===== config.mk =====
export PLATFORM = sky130hd
export DESIGN_NAME = carrier_sense_multi
export DESIGN_NICKNAME = d
export VERILOG_FILES = /design/src/rtl/carrier_sense_multi.sv
export SDC_FILE = /design/constraint.sdc
export NUM_CORES = 1
export LEC_CHECK = 0
export BUFFER_PORTS_ARGS = -buffer_cell sky130_fd_sc_hd__buf_2
export CAP_MARGIN = 5
export CORE_ASPECT_RATIO = 1.25
export CORE_MARGIN = 10
export CORE_UTILIZATION = 35
export CTS_CLUSTER_DIAMETER = 150
export DETAILED_ROUTE_END_ITERATION = 8
export PLACE_DENSITY = 0.57
export SYNTH_ARGS = -nofsm -noshare
export SYNTH_HDL_FRONTEND = slang
export SYNTH_SLANG_ARGS = --single-unit
export TNS_END_PERCENT = 1

===== constraint.sdc =====
create_clock -name CLOCK -period 5 [get_ports CLOCK]
set_input_delay 1.25 -clock CLOCK [delete_from_list [all_inputs] [get_ports CLOCK]]
set_output_delay 1.25 -clock CLOCK [all_outputs]
set_load 0.05 [all_outputs]

===== src/rtl/carrier_sense_multi.sv =====
// carrier_sense_multi: per-port CRS/COL generation with CRS hold-off
// stretching and saturating per-port carrier-event counters.
module carrier_sense_multi #(
    parameter int N_PORTS     = 4,
    parameter int HOLD_CYCLES = 2,
    parameter int CNT_W       = 8
) (
    input  logic                     CLOCK,
    input  logic                     mr_main_reset,
    input  logic                     repeater_mode,
    input  logic [N_PORTS-1:0]       receiving,
    input  logic [N_PORTS-1:0]       transmitting,
    input  logic                     clear_counts,
    output logic [N_PORTS-1:0]       CRS,
    output logic [N_PORTS-1:0]       COL,
    output logic                     crs_any,
    output logic [N_PORTS*CNT_W-1:0] event_count
);

    localparam int HW = (HOLD_CYCLES > 0) ? $clog2(HOLD_CYCLES + 1) : 1;
    localparam logic [HW-1:0] HOLD_LOAD =
        (HOLD_CYCLES > 0) ? HW'(HOLD_CYCLES - 1) : '0;
    localparam logic [CNT_W-1:0] CNT_MAX = '1;

    typedef enum logic [1:0] {
        IDLE    = 2'd0,
        CARRIER = 2'd1,
        HOLD    = 2'd2
    } state_t;

    state_t             state    [N_PORTS];
    logic [HW-1:0]      hold_cnt [N_PORTS];
    logic [CNT_W-1:0]   cnt      [N_PORTS];
    logic [N_PORTS-1:0] active;

    // own transmission only counts as carrier outside repeater mode
    assign active = receiving | ({N_PORTS{~repeater_mode}} & transmitting);

    // per-port carrier FSM; CRS is a registered output of the FSM
    always_ff @(posedge CLOCK or negedge mr_main_reset) begin
        if (!mr_main_reset) begin
            CRS <= '0;
            for (int i = 0; i < N_PORTS; i++) begin
                state[i]    <= IDLE;
                hold_cnt[i] <= '0;
            end
        end else begin
            for (int i = 0; i < N_PORTS; i++) begin
                unique case (state[i])
                    IDLE: begin
                        if (active[i]) begin
                            state[i] <= CARRIER;
                            CRS[i]   <= 1'b1;
                        end
                    end
                    CARRIER: begin
                        if (!active[i]) begin
                            if (HOLD_CYCLES == 0) begin
                                state[i] <= IDLE;
                                CRS[i]   <= 1'b0;
                            end else begin
                                state[i]    <= HOLD;
                                hold_cnt[i] <= HOLD_LOAD;
                            end
                        end
                    end
                    HOLD: begin
                        if (active[i]) begin
                            state[i] <= CARRIER;
                        end else if (hold_cnt[i] == '0) begin
                            state[i] <= IDLE;
                            CRS[i]   <= 1'b0;
                        end else begin
                            hold_cnt[i] <= hold_cnt[i] - HW'(1);
                        end
                    end
                    default: begin
                        state[i] <= IDLE;
                        CRS[i]   <= 1'b0;
                    end
                endcase
            end
        end
    end

    // event counters: count fresh carriers only, saturate, clear wins
    always_ff @(posedge CLOCK or negedge mr_main_reset) begin
        if (!mr_main_reset) begin
            for (int i = 0; i < N_PORTS; i++) begin
                cnt[i] <= '0;
            end
        end else begin
            for (int i = 0; i < N_PORTS; i++) begin
                if (clear_counts) begin
                    cnt[i] <= '0;
                end else if (state[i] == IDLE && active[i]
                             && cnt[i] != CNT_MAX) begin
                    cnt[i] <= cnt[i] + CNT_W'(1);
                end
            end
        end
    end

    // collision is a plain registered AND, never stretched
    always_ff @(posedge CLOCK or negedge mr_main_reset) begin
        if (!mr_main_reset) begin
            COL <= '0;
        end else begin
            COL <= {N_PORTS{~repeater_mode}} & receiving & transmitting;
        end
    end

    assign crs_any = |CRS;

    for (genvar g = 0; g < N_PORTS; g++) begin : g_pack
        assign event_count[g*CNT_W +: CNT_W] = cnt[g];
    end

endmodule


==> key figures, run 1 <==
STA
  • Final setup viols: 0
  • Pins Over Slew Limit: 0
  • Setup TNS: 0 ns
  • Top achievable clock speed: 367 MHz
  • Final Hold Vio Count: 0
  • Fin Hold WS: 0.489 ns
  • Final period util: 54.5%
  • Skew final: 0.00912 ns
  • Slew @ Worst Pin: around 0.60 ns
  • Slew headroom: 60.2%
  • Tmin final: roughly 2.7 ns
  • RSZ-0062 raised after global routing: no

Synthesis
  • Dominant synthesized flop cell: dfrtp_1
  • Async set-reset flop share out of synthesis: 100%
  • Synth Register Bits: 56
  • Post-Syn Area: 0.00297 mm²
  • Syn_area_per_cell: 9.83 µm²
  • Mapped Cells: 302
  • Sequential fraction of the synthesis area: 47.2%
  • Post-Syn Nets: 322
  • Post-synth EDFFs: 0
  • Synth Warn #: 0
  • Distinct cells, synth: 48

GRT
  • Grt ovf: 0
  • Initial antenna violation count: 0
  • Largest net degree at the start of global routing: 44
  • First-pass GRT wire length: between 10,000 and 15,000 µm
  • Vias in the first global route: 2,295
  • Global-route usage over all layers: 11.3%

Clock tree
  • Worst-path clk slew: 0.10 ns
  • Clk buf depth: 2
  • CTS Root Cell: clkbuf_8
  • # hold bufs at CTS: 0
  • H-tree lvl count: 2
  • Clk Latency, worst-skew pair: just over 0.3 ns
  • CTS tree: done
  • Sink Count: 56
  • CTS buffer count: 5
  • Post-CTS Setup Bufs: 0
  • Post-cts resize count: 0

Routing
  • Avg Vias per Cell: 5.38
  • DR vias: 2,446
  • Final antenna-violating net count: 0
  • DR pass1 iterations: 4
  • DR WL/cell: 15.3 µm
  • DRC violations left: 0
  • Total wire length: ~7000 µm
  • DR iter-0 viols: 112

Final layout
  • Fillers: around 830
  • Layout Utilization: 41.6%
  • Final #Nets: 377
  • Final Instance Area: 0.00343 mm²
  • Antenna diodes: 0
  • Layout cell share with drive strength beyond 1: approximately a quarter
  • Synth-to-layout area growth: 15.6%

Worst hold path
  • Hold Path Class: flop to flop
  • WHS Path Cells: 1
  • Hold worst-path end: state[0]
  • Worst hold start: state[0]

Floorplan
  • Core area: 0.00824 mm²
  • Die X: 102 µm
  • DIE AREA: roughly 0.013 mm²
  • Initial core utilization: 36.0%
  • Site row count: 37
  • Io pins: 53
  • Die height: 123 µm

Pwr
  • Seq pwr share: 52.5%
  • Combinational power share: roughly a fifth
  • Net Sw Frac: roughly 32%
  • Int Pwr: about 0.00066 W
  • Worst-case vdd ir drop: between 0.0001 and 0.00015 V
  • Pwr per Cell Area: 285 mW/mm²
  • Power share of the clock group: 27.0%
  • Overall power: 0.000977 W
  • Leakage: 1.54 nW
  • NetSw: 0.000315 W

Critical path
  • RR Startpoint: event_count[16]
  • CP Max Fanout: 4
  • CP endpoint kind: output port
  • Worst setup SP type: flop
  • Kind of critical path: flop to output port
  • Crit-path cells: or4_1 -> buf_2
  • Worst R2R End: event_count[23]
  • Max incr delay on CP: 0.51 ns
  • Buf/Inv on CP: 1
  • Reg2reg path depth: 5
  • CP top delay family: simple AND/OR/NAND/NOR gates
  • Slowest cell on crit path: or4_1
  • CP arrival: 1.47 ns
  • CP required: 3.75 ns
  • Reg2reg setup slack: 3.21 ns

Placement
  • Hpwl dp: ~5100 µm
  • Post-DP Area: 0.00334 mm²
  • Port buffer count: 52
  • GPL Wtd Cong: 0.801

Status
  • Status: finished clean

Run
  • MaxCap Viol Count: 0
-- logic make-up after synthesis --
group           count (synthesis)  synth area share (%)
buf+inv                        30                  3.88
mux                            13                  4.60
simple gates                  103                  19.6
compound gates                 92                  21.3
fa+ha+maj                       8                  3.37
flops                          56                  47.2
-- routing by layer --
metal	vias to the layer above	track usage, %	routed length [µm]
li1	1238	-	-
met1	1168	14.3	3220
met2	35	17.9	3260
met3	5	3.57	407
met4	0	3.71	86
met5	-	0	0
-- metrics by stage --
step / cells / setup slack [ns]
after floorplan: 302 / 2.35
after global placement: 447 / 2.45
after detailed placement: 447 / 2.40
after CTS: 455 / 2.26
after global routing: 455 / 2.24
final: 455 / 2.28
-- flip-flops by register name, summed over array words and instances, names as in the netlist --
register,cells
event_count,32
hold_cnt,8
state,8
COL,4
CRS,4
-- power by group through the flow --
stage / clock network [W] / logic (W) / registers, W
after floorplan: 0 / 0.000106 / 0.000561
after global routing: 0.000292 / 0.000223 / 0.000519
after CTS: 0.000276 / 0.000203 / 0.000514
after global placement: 0 / 0.000200 / 0.000521
final: 0.000264 / 0.000200 / 0.000513
after detailed placement: 0 / 0.000202 / 0.000523
-- cell usage after synthesis, drive strengths merged, types with 4 or more instances --
master,instances,area share (%)
or3,5,1.1
nand3,16,2.7
and2,5,1.1
o41ai,6,1.8
or3b,4,1.2
nand2,13,1.6
mux2,5,1.9
dfrtp,56,47
o211ai,9,2.8
o311ai,4,1.2
clkbuf,4,0.55
or4,11,2.8
mux2i,8,2.7
inv,25,3.2
nor2,22,3.0
o21ai,20,4.1
a21oi,26,4.4
ha,8,3.4
nand4,5,1.1
o31ai,7,1.8
-- area by class of cell --
type	count	area, µm²	share of cell area (%)
flip-flops and latches	56	1400	40.9
clock buffers	7	86.3	2.52
multi-input cells	216	1450	42.3
clock inverters	1	7.51	0.219
well taps	97	121	3.54
inverters	25	93.8	2.74
repair buffers	53	268	7.81
-- placed cells by master (no fill, tap or decap), types with 4 or more instances in the layout --
master,synthesis,layout
o211ai_1,6,6
o21ai_0,16,16
nor2_1,19,19
mux2_2,5,5
and2_1,4,4
or3b_2,4,4
o31ai_1,7,7
nand3_1,16,16
dfrtp_1,56,56
nand2_1,13,13
inv_1,25,25
clkbuf_8,0,6
mux2i_1,8,8
a21oi_1,26,26
ha_1,8,8
or4_1,11,11
buf_2,1,52
nand4_1,5,5
or3_1,5,5
o41ai_1,6,6
o311ai_0,4,4
-- worst max path at each step --
stage	startpoint	end	cells past startpoint
after floorplan	CRS[1]	crs_any	1
after global placement	repeater_mode	event_count[30]	5
after detailed placement	repeater_mode	event_count[30]	5
after CTS	CRS[1]	crs_any	2
after global routing	CRS[1]	crs_any	2
final	CRS[1]	crs_any	2
(Power assumes the default switching activity.)
==> run 2, diff against run 1 <==
- ABC_AREA: not set -> 1
- PLACE_DENSITY: 0.57 -> 0.59
- clock period: 5 -> 2.5 ns (I/O delays scaled with it)
==> run 2 against run 1 <==
  * Cell count grew 29%
  * Non-clock buffer count is the same
  * Sequential share of layout area decreased by 2.5 points
  * Core utilization rose by 0.56 points
==> key figures, run 2 <==
STA
  • Final setup viols: 0
  • RSZ-0062 raised after global routing: no
  • Pins Over Slew Limit: 0
  • Top achievable clock speed: around 480 MHz
  • Final period util: 83.0%
  • Slew @ Worst Pin: 0.539 ns
  • Slew headroom: 64.0%
  • Setup TNS: 0 ns
  • Skew final: 0.00885 ns
  • Final Hold Vio Count: 0
  • Tmin final: about 2.1 ns

Final layout
  • Commonest non-fill, non-tap cells in the layout: nand2_1 (117), dfrtp_1 (56), inv_1 (53), buf_2 (52), nand3_1 (41)
  • Most common cell after layout, fill and taps aside: nand2_1
  • Number of flip-flops under the largest register name: 32
  • Final #Nets: between 400 and 500
  • Layout cell share with drive strength beyond 1: between 20% and 30%
  • Non-filler cells in the finished layout: about 590
  • Fillers: 928
  • Antenna diodes: 0
  • Synth-to-layout area growth: 17.4%

Routing
  • DR iter-0 viols: 93
  • DR WL/cell: 12.1 µm
  • Total wire length: 7100 µm
  • DRC violations left: 0
  • Avg Vias per Cell: 4.64
  • Final antenna-violating net count: 0
  • DR pass1 iterations: 4
  • DR vias: 2,731

Clock tree
  • H-tree lvl count: 2
  • Post-CTS Setup Bufs: 0
  • Clk buf depth: 2
  • # hold bufs at CTS: 0
  • CTS buffer count: 5
  • Worst-path clk slew: 0.10 ns
  • CTS tree: done
  • CTS Root Cell: clkbuf_8
  • Sink Count: 56
  • Post-cts resize count: 0
  • Clk Latency, worst-skew pair: 0.31 ns

Synthesis
  • Area leader, netlist: dfrtp_1
  • Synth Warn #: 0
  • Mapped Cells: 410
  • Sequential fraction of the synthesis area: a little under half
  • Post-Syn Nets: between 400 and 500
  • Most common cell in the netlist: nand2_1
  • Top cells by area, synth: dfrtp_1 (45%), nand2_1 (14%), nand3_1 (6.6%)
  • Async set-reset flop share out of synthesis: between 90% and 100%
  • Distinct cells, synth: 27
  • Dominant synthesized flop cell: dfrtp_1
  • Syn_area_per_cell: ~7.6 µm²
  • Top cells by count, synth: nand2_1 (117), dfrtp_1 (56), inv_1 (53)
  • Synth Register Bits: 56
  • Post-Syn Area: just over 0.003 mm²
  • Post-synth EDFFs: 0
  • Top cell type's share of synthesized area: about 45%

Run
  • MaxCap Viol Count: 0

Critical path
  • CP endpoint kind: output port
  • Slowest cell on crit path: or4_1
  • Worst setup SP type: flop
  • CP top delay family: simple AND/OR/NAND/NOR gates
  • Crit-path cells: or4_1 -> buf_2
  • CP arrival: 1.45 ns
  • Max incr delay on CP: roughly 0.51 ns
  • Buf/Inv on CP: 1
  • CP Max Fanout: 3
  • Kind of critical path: flop to output port
  • CP required: 1.88 ns

Floorplan
  • Site row count: 38
  • Die height: 125 µm
  • Die X: 104 µm
  • Io pins: 53
  • Initial core utilization: a little over a third
  • DIE AREA: 0.0131 mm²
  • Core area: slightly below 0.009 mm²

GRT
  • Vias in the first global route: about 2,700
  • Initial antenna violation count: 0
  • Largest net degree at the start of global routing: 36
  • First-pass GRT wire length: 12,300 µm
  • Global-route usage over all layers: 11.0%
  • Grt ovf: 0

Placement
  • Hpwl dp: ~5600 µm
  • GPL Wtd Cong: 0.846
  • Port buffer count: 52
  • # placed instances: just under 600

Pwr
  • Worst-case vdd ir drop: 0.000277 V
  • Leakage: between 2 and 2.5 nW
  • Pwr per Cell Area: 569 mW/mm²

Worst hold path
  • Hold Path Class: input port to asynchronous set/reset pin

Status
  • Status: finished clean
[run 2: cell types whose count changed after synthesis, sizes merged, moves of 6 or more]
cell,before,now
a21oi,26,11
inv,25,63
mux2i,8,0
nand2,13,131
nand3,16,42
nor2,22,47
o211ai,9,3
o21ai,20,30
o31ai,7,0
o41ai,6,0
or4,11,1
[run 2: per-stage QoR]
stage	setup WS [ns]	area (µm²)	total power (W)	util, %	hold WS [ns]
3_3_place_gp	0.781	3520	0.00144	40.7	0.474
6_report	0.426	3650	0.00208	42.2	0.281
3_5_place_dp	0.755	3520	0.00146	40.7	0.495
4_1_cts	0.411	3650	0.00211	42.2	0.295
2_1_floorplan	0.492	3110	0.00133	-	0.329
5_1_grt	0.350	3650	0.00220	42.2	0.317
[run 2: layer usage]
| metal | vias to the layer above | wire (µm) | GRT usage, % |
|---|---|---|---|
| li1 | 1402 | - | - |
| met1 | 1286 | 2980 | 12.4 |
| met2 | 36 | 3750 | 19.7 |
| met3 | 7 | 252 | 2.72 |
| met4 | 0 | 122 | 3.77 |
| met5 | - | 0 | 0 |
[run 2: cell families (layout without fill, tap and decap cells)]
| family | after synthesis | after routing | synth area share, % |
|---|---|---|---|
| XOR/XNOR | 5 | 5 | 1.41 |
| adder cells (fa/ha/maj) | 8 | 8 | 3.22 |
| AO/OA/AOI/OAI | 49 | 49 | 8.66 |
| AND/OR/NAND/NOR | 225 | 225 | 33.4 |
| flip-flops | 56 | 56 | 45.1 |
| buffers and inverters | 67 | 125 | 8.25 |
[run 2: path summary, 6_finish.rpt]
| path | startpoint | end | slack, ns | cells after the start |
|---|---|---|---|---|
| max in group asynchronous | mr_main_reset | event_count[15] | 1.63 | 2 |
| max reg2reg | event_count[24] | event_count[25] | 0.99 | 9 |
| min reg2reg | state[0] | state[0] | 0.51 | 1 |
| min | mr_main_reset | hold_cnt[2] | 0.28 | 1 |
| min in group CLOCK | state[0] | state[0] | 0.51 | 1 |
| max | CRS[1] | crs_any | 0.43 | 2 |
[run 2: layout make-up]
class / instances / area (µm²) / area share [%]
clock inverter: 1 / 30.0 / 0.823
multi-input combinational: 287 / 1450 / 39.7
sequential: 56 / 1400 / 38.4
timing repair buffer: 53 / 280 / 7.68
tap: 120 / 150 / 4.11
inverter: 64 / 241 / 6.62
clock buffer: 7 / 96.3 / 2.64
[run 2: report_power, final]
group	internal (W)	switching (W)	total (W)	leakage (nW)
Combinational	0.000111	0.000306	0.000417	1.24
Clock	0.000354	0.000294	0.000648	0.0645
Sequential	0.000969	0.0000432	0.00101	0.746
==> run 3, diff against run 2 <==
- PLACE_DENSITY: 0.59 -> 0.57
- clock period: 2.5 -> 2.1 ns (I/O delays scaled with it)
==> run 3 against run 2 <==
  * First-iteration DRC count increased by 33%
  * Hold slack got worse by 0.081 ns
  * Global-route usage about the same
  * Critical path depth unchanged
  * Clock power decreased by 4.5%
  * Die area unchanged
==> key figures, run 3 (synthesis gave the netlist of run 2 again) <==
Status
  • Status: finished clean

GRT
  • Initial antenna violation count: 0
  • Layer with the highest usage: met2
  • Vias in the first global route: 2,592
  • Largest net degree at the start of global routing: 28
  • Met2 Use GR: a little under 20%
  • First-pass GRT wire length: 12,100 µm
  • Met1 Use GR: 12.0%
  • Met3 global-route usage: 3.34%
  • Grt ovf: 0
  • Global-route usage over all layers: 10.9%

STA
  • Final Hold Vio Count: 0
  • Top achievable clock speed: 507 MHz
  • Final period util: 94.0%
  • Tmin final: between 1.5 and 2 ns
  • Slew @ Worst Pin: 0.587 ns
  • Final setup viols: 0
  • Pins Over Slew Limit: 0
  • Setup TNS: 0 ns
  • RSZ-0062 raised after global routing: no
  • Skew final: 0.00670 ns
  • Slew headroom: 60.9%

Critical path
  • Crit-path cells: or4_1 -> buf_2
  • CP endpoint kind: output port
  • Kind of critical path: flop to output port
  • Max incr delay on CP: 0.51 ns
  • Slowest cell on crit path: or4_1
  • Worst setup SP type: flop
  • CP Max Fanout: 3
  • CP required: 1.57 ns
  • CP arrival: 1.45 ns
  • Reg2reg path depth: 9

Floorplan
  • Core area: 0.00865 mm²
  • Io pins: 53
  • Site row count: 38
  • Die X: ~100 µm
  • DIE AREA: about 0.013 mm²
  • Die height: 125 µm
  • Initial core utilization: 35.9%

Final layout
  • Commonest non-fill, non-tap cells in the layout: nand2_1 (117), dfrtp_1 (56), inv_1 (53), buf_2 (52), nand3_1 (41)
  • Final #Nets: around 490
  • Layout cell share with drive strength beyond 1: 21.9%
  • Number of flip-flops under the largest register name: 32
  • Non-filler cells in the finished layout: around 600
  • Antenna diodes: 0
  • Most common cell after layout, fill and taps aside: nand2_1
  • Synth-to-layout area growth: 17.2%

Pwr
  • Worst-case vdd ir drop: ~0.00034 V
  • Leakage: 2.05 nW
  • Pwr per Cell Area: 638 mW/mm²
  • Overall power: ~0.0023 W

Routing
  • DR iter-0 viols: approximately 120
  • DR vias: 2,665
  • Final antenna-violating net count: 0
  • DR WL/cell: around 12 µm
  • Avg Vias per Cell: 4.52
  • Total wire length: 6990 µm
  • DRC violations left: 0
  • DR pass1 iterations: 4

Clock tree
  • Worst-path clk slew: 0.10 ns
  • CTS buffer count: 5
  • CTS tree: done
  • # hold bufs at CTS: 0
  • Post-CTS Setup Bufs: 0
  • Sink Count: 56
  • CTS Root Cell: clkbuf_8
  • Post-cts resize count: 0
  • Clk buf depth: 2
  • H-tree lvl count: 2
  • Clk Latency, worst-skew pair: around 0.32 ns

Placement
  • GPL Wtd Cong: 0.821
  • Port buffer count: 52
  • # placed instances: 582
  • Hpwl dp: 5400 µm

Worst hold path
  • Hold Path Class: input port to asynchronous set/reset pin

Run
  • MaxCap Viol Count: 0
==> run 3: cell count changes in the layout (fill, tap and decap cells not counted) <==
| cell | delta |
|---|---|
| clkbuf_8 | -1 |
| buf_4 | +1 |
| clkinv_2 | +2 |
| buf_12 | +1 |
| bufinv_16 | -1 |
==> run 3: metrics by stage <==
step	cell area (µm²)	utilization (%)	worst slack [ns]	hold slack (ns)
6_report	3640	42.1	0.126	0.199
2_1_floorplan	3110	-	0.192	0.229
5_1_grt	3640	42.1	0.0484	0.225
3_3_place_gp	3550	41.0	0.477	0.473
3_5_place_dp	3550	41.0	0.466	0.484
4_1_cts	3640	42.1	0.0999	0.205
==> run 3: report_power, final <==
group | internal (W) | leakage (nW) | switching (W)
sequential | 0.00115 | 0.746 | 0.0000507
combinational | 0.000136 | 1.25 | 0.000364
clock | 0.000264 | 0.0510 | 0.000355
total | 0.00155 | 2.05 | 0.000769
==> run 3: per-layer routing <==
layer	up-vias	part of all wire, %
li1	1406	-
met1	1221	43
met2	33	51
met3	5	4.8
met4	0	1.5
met5	-	0
==> run 3: cell type report <==
class	instances	area (µm²)
Fill cell	940	5010
Multi-Input combinational cell	287	1450
Sequential cell	56	1400
Timing Repair Buffer	55	308
Inverter	64	241
Tap cell	120	150
Clock buffer	6	82.6
Clock inverter	2	10.0
==> run 3: critical path: cells and delay by family, from the launching register on <==
family                 cells  cell delay, ns
and+or+nand+nor            1            0.51
DFF                        1            0.40
buffers and inverters      1            0.22
==> run 3: worst paths after layout <==
path                                  from               to  slack [ns]
hold reg to reg                   state[6]         state[6]        0.50
max in group asynchronous    mr_main_reset   event_count[2]        1.39
setup reg to reg           event_count[24]  event_count[28]        0.62
hold / removal               mr_main_reset           CRS[3]        0.20
min in group CLOCK            receiving[1]           COL[1]        0.44
setup / recovery                    CRS[1]          crs_any        0.13
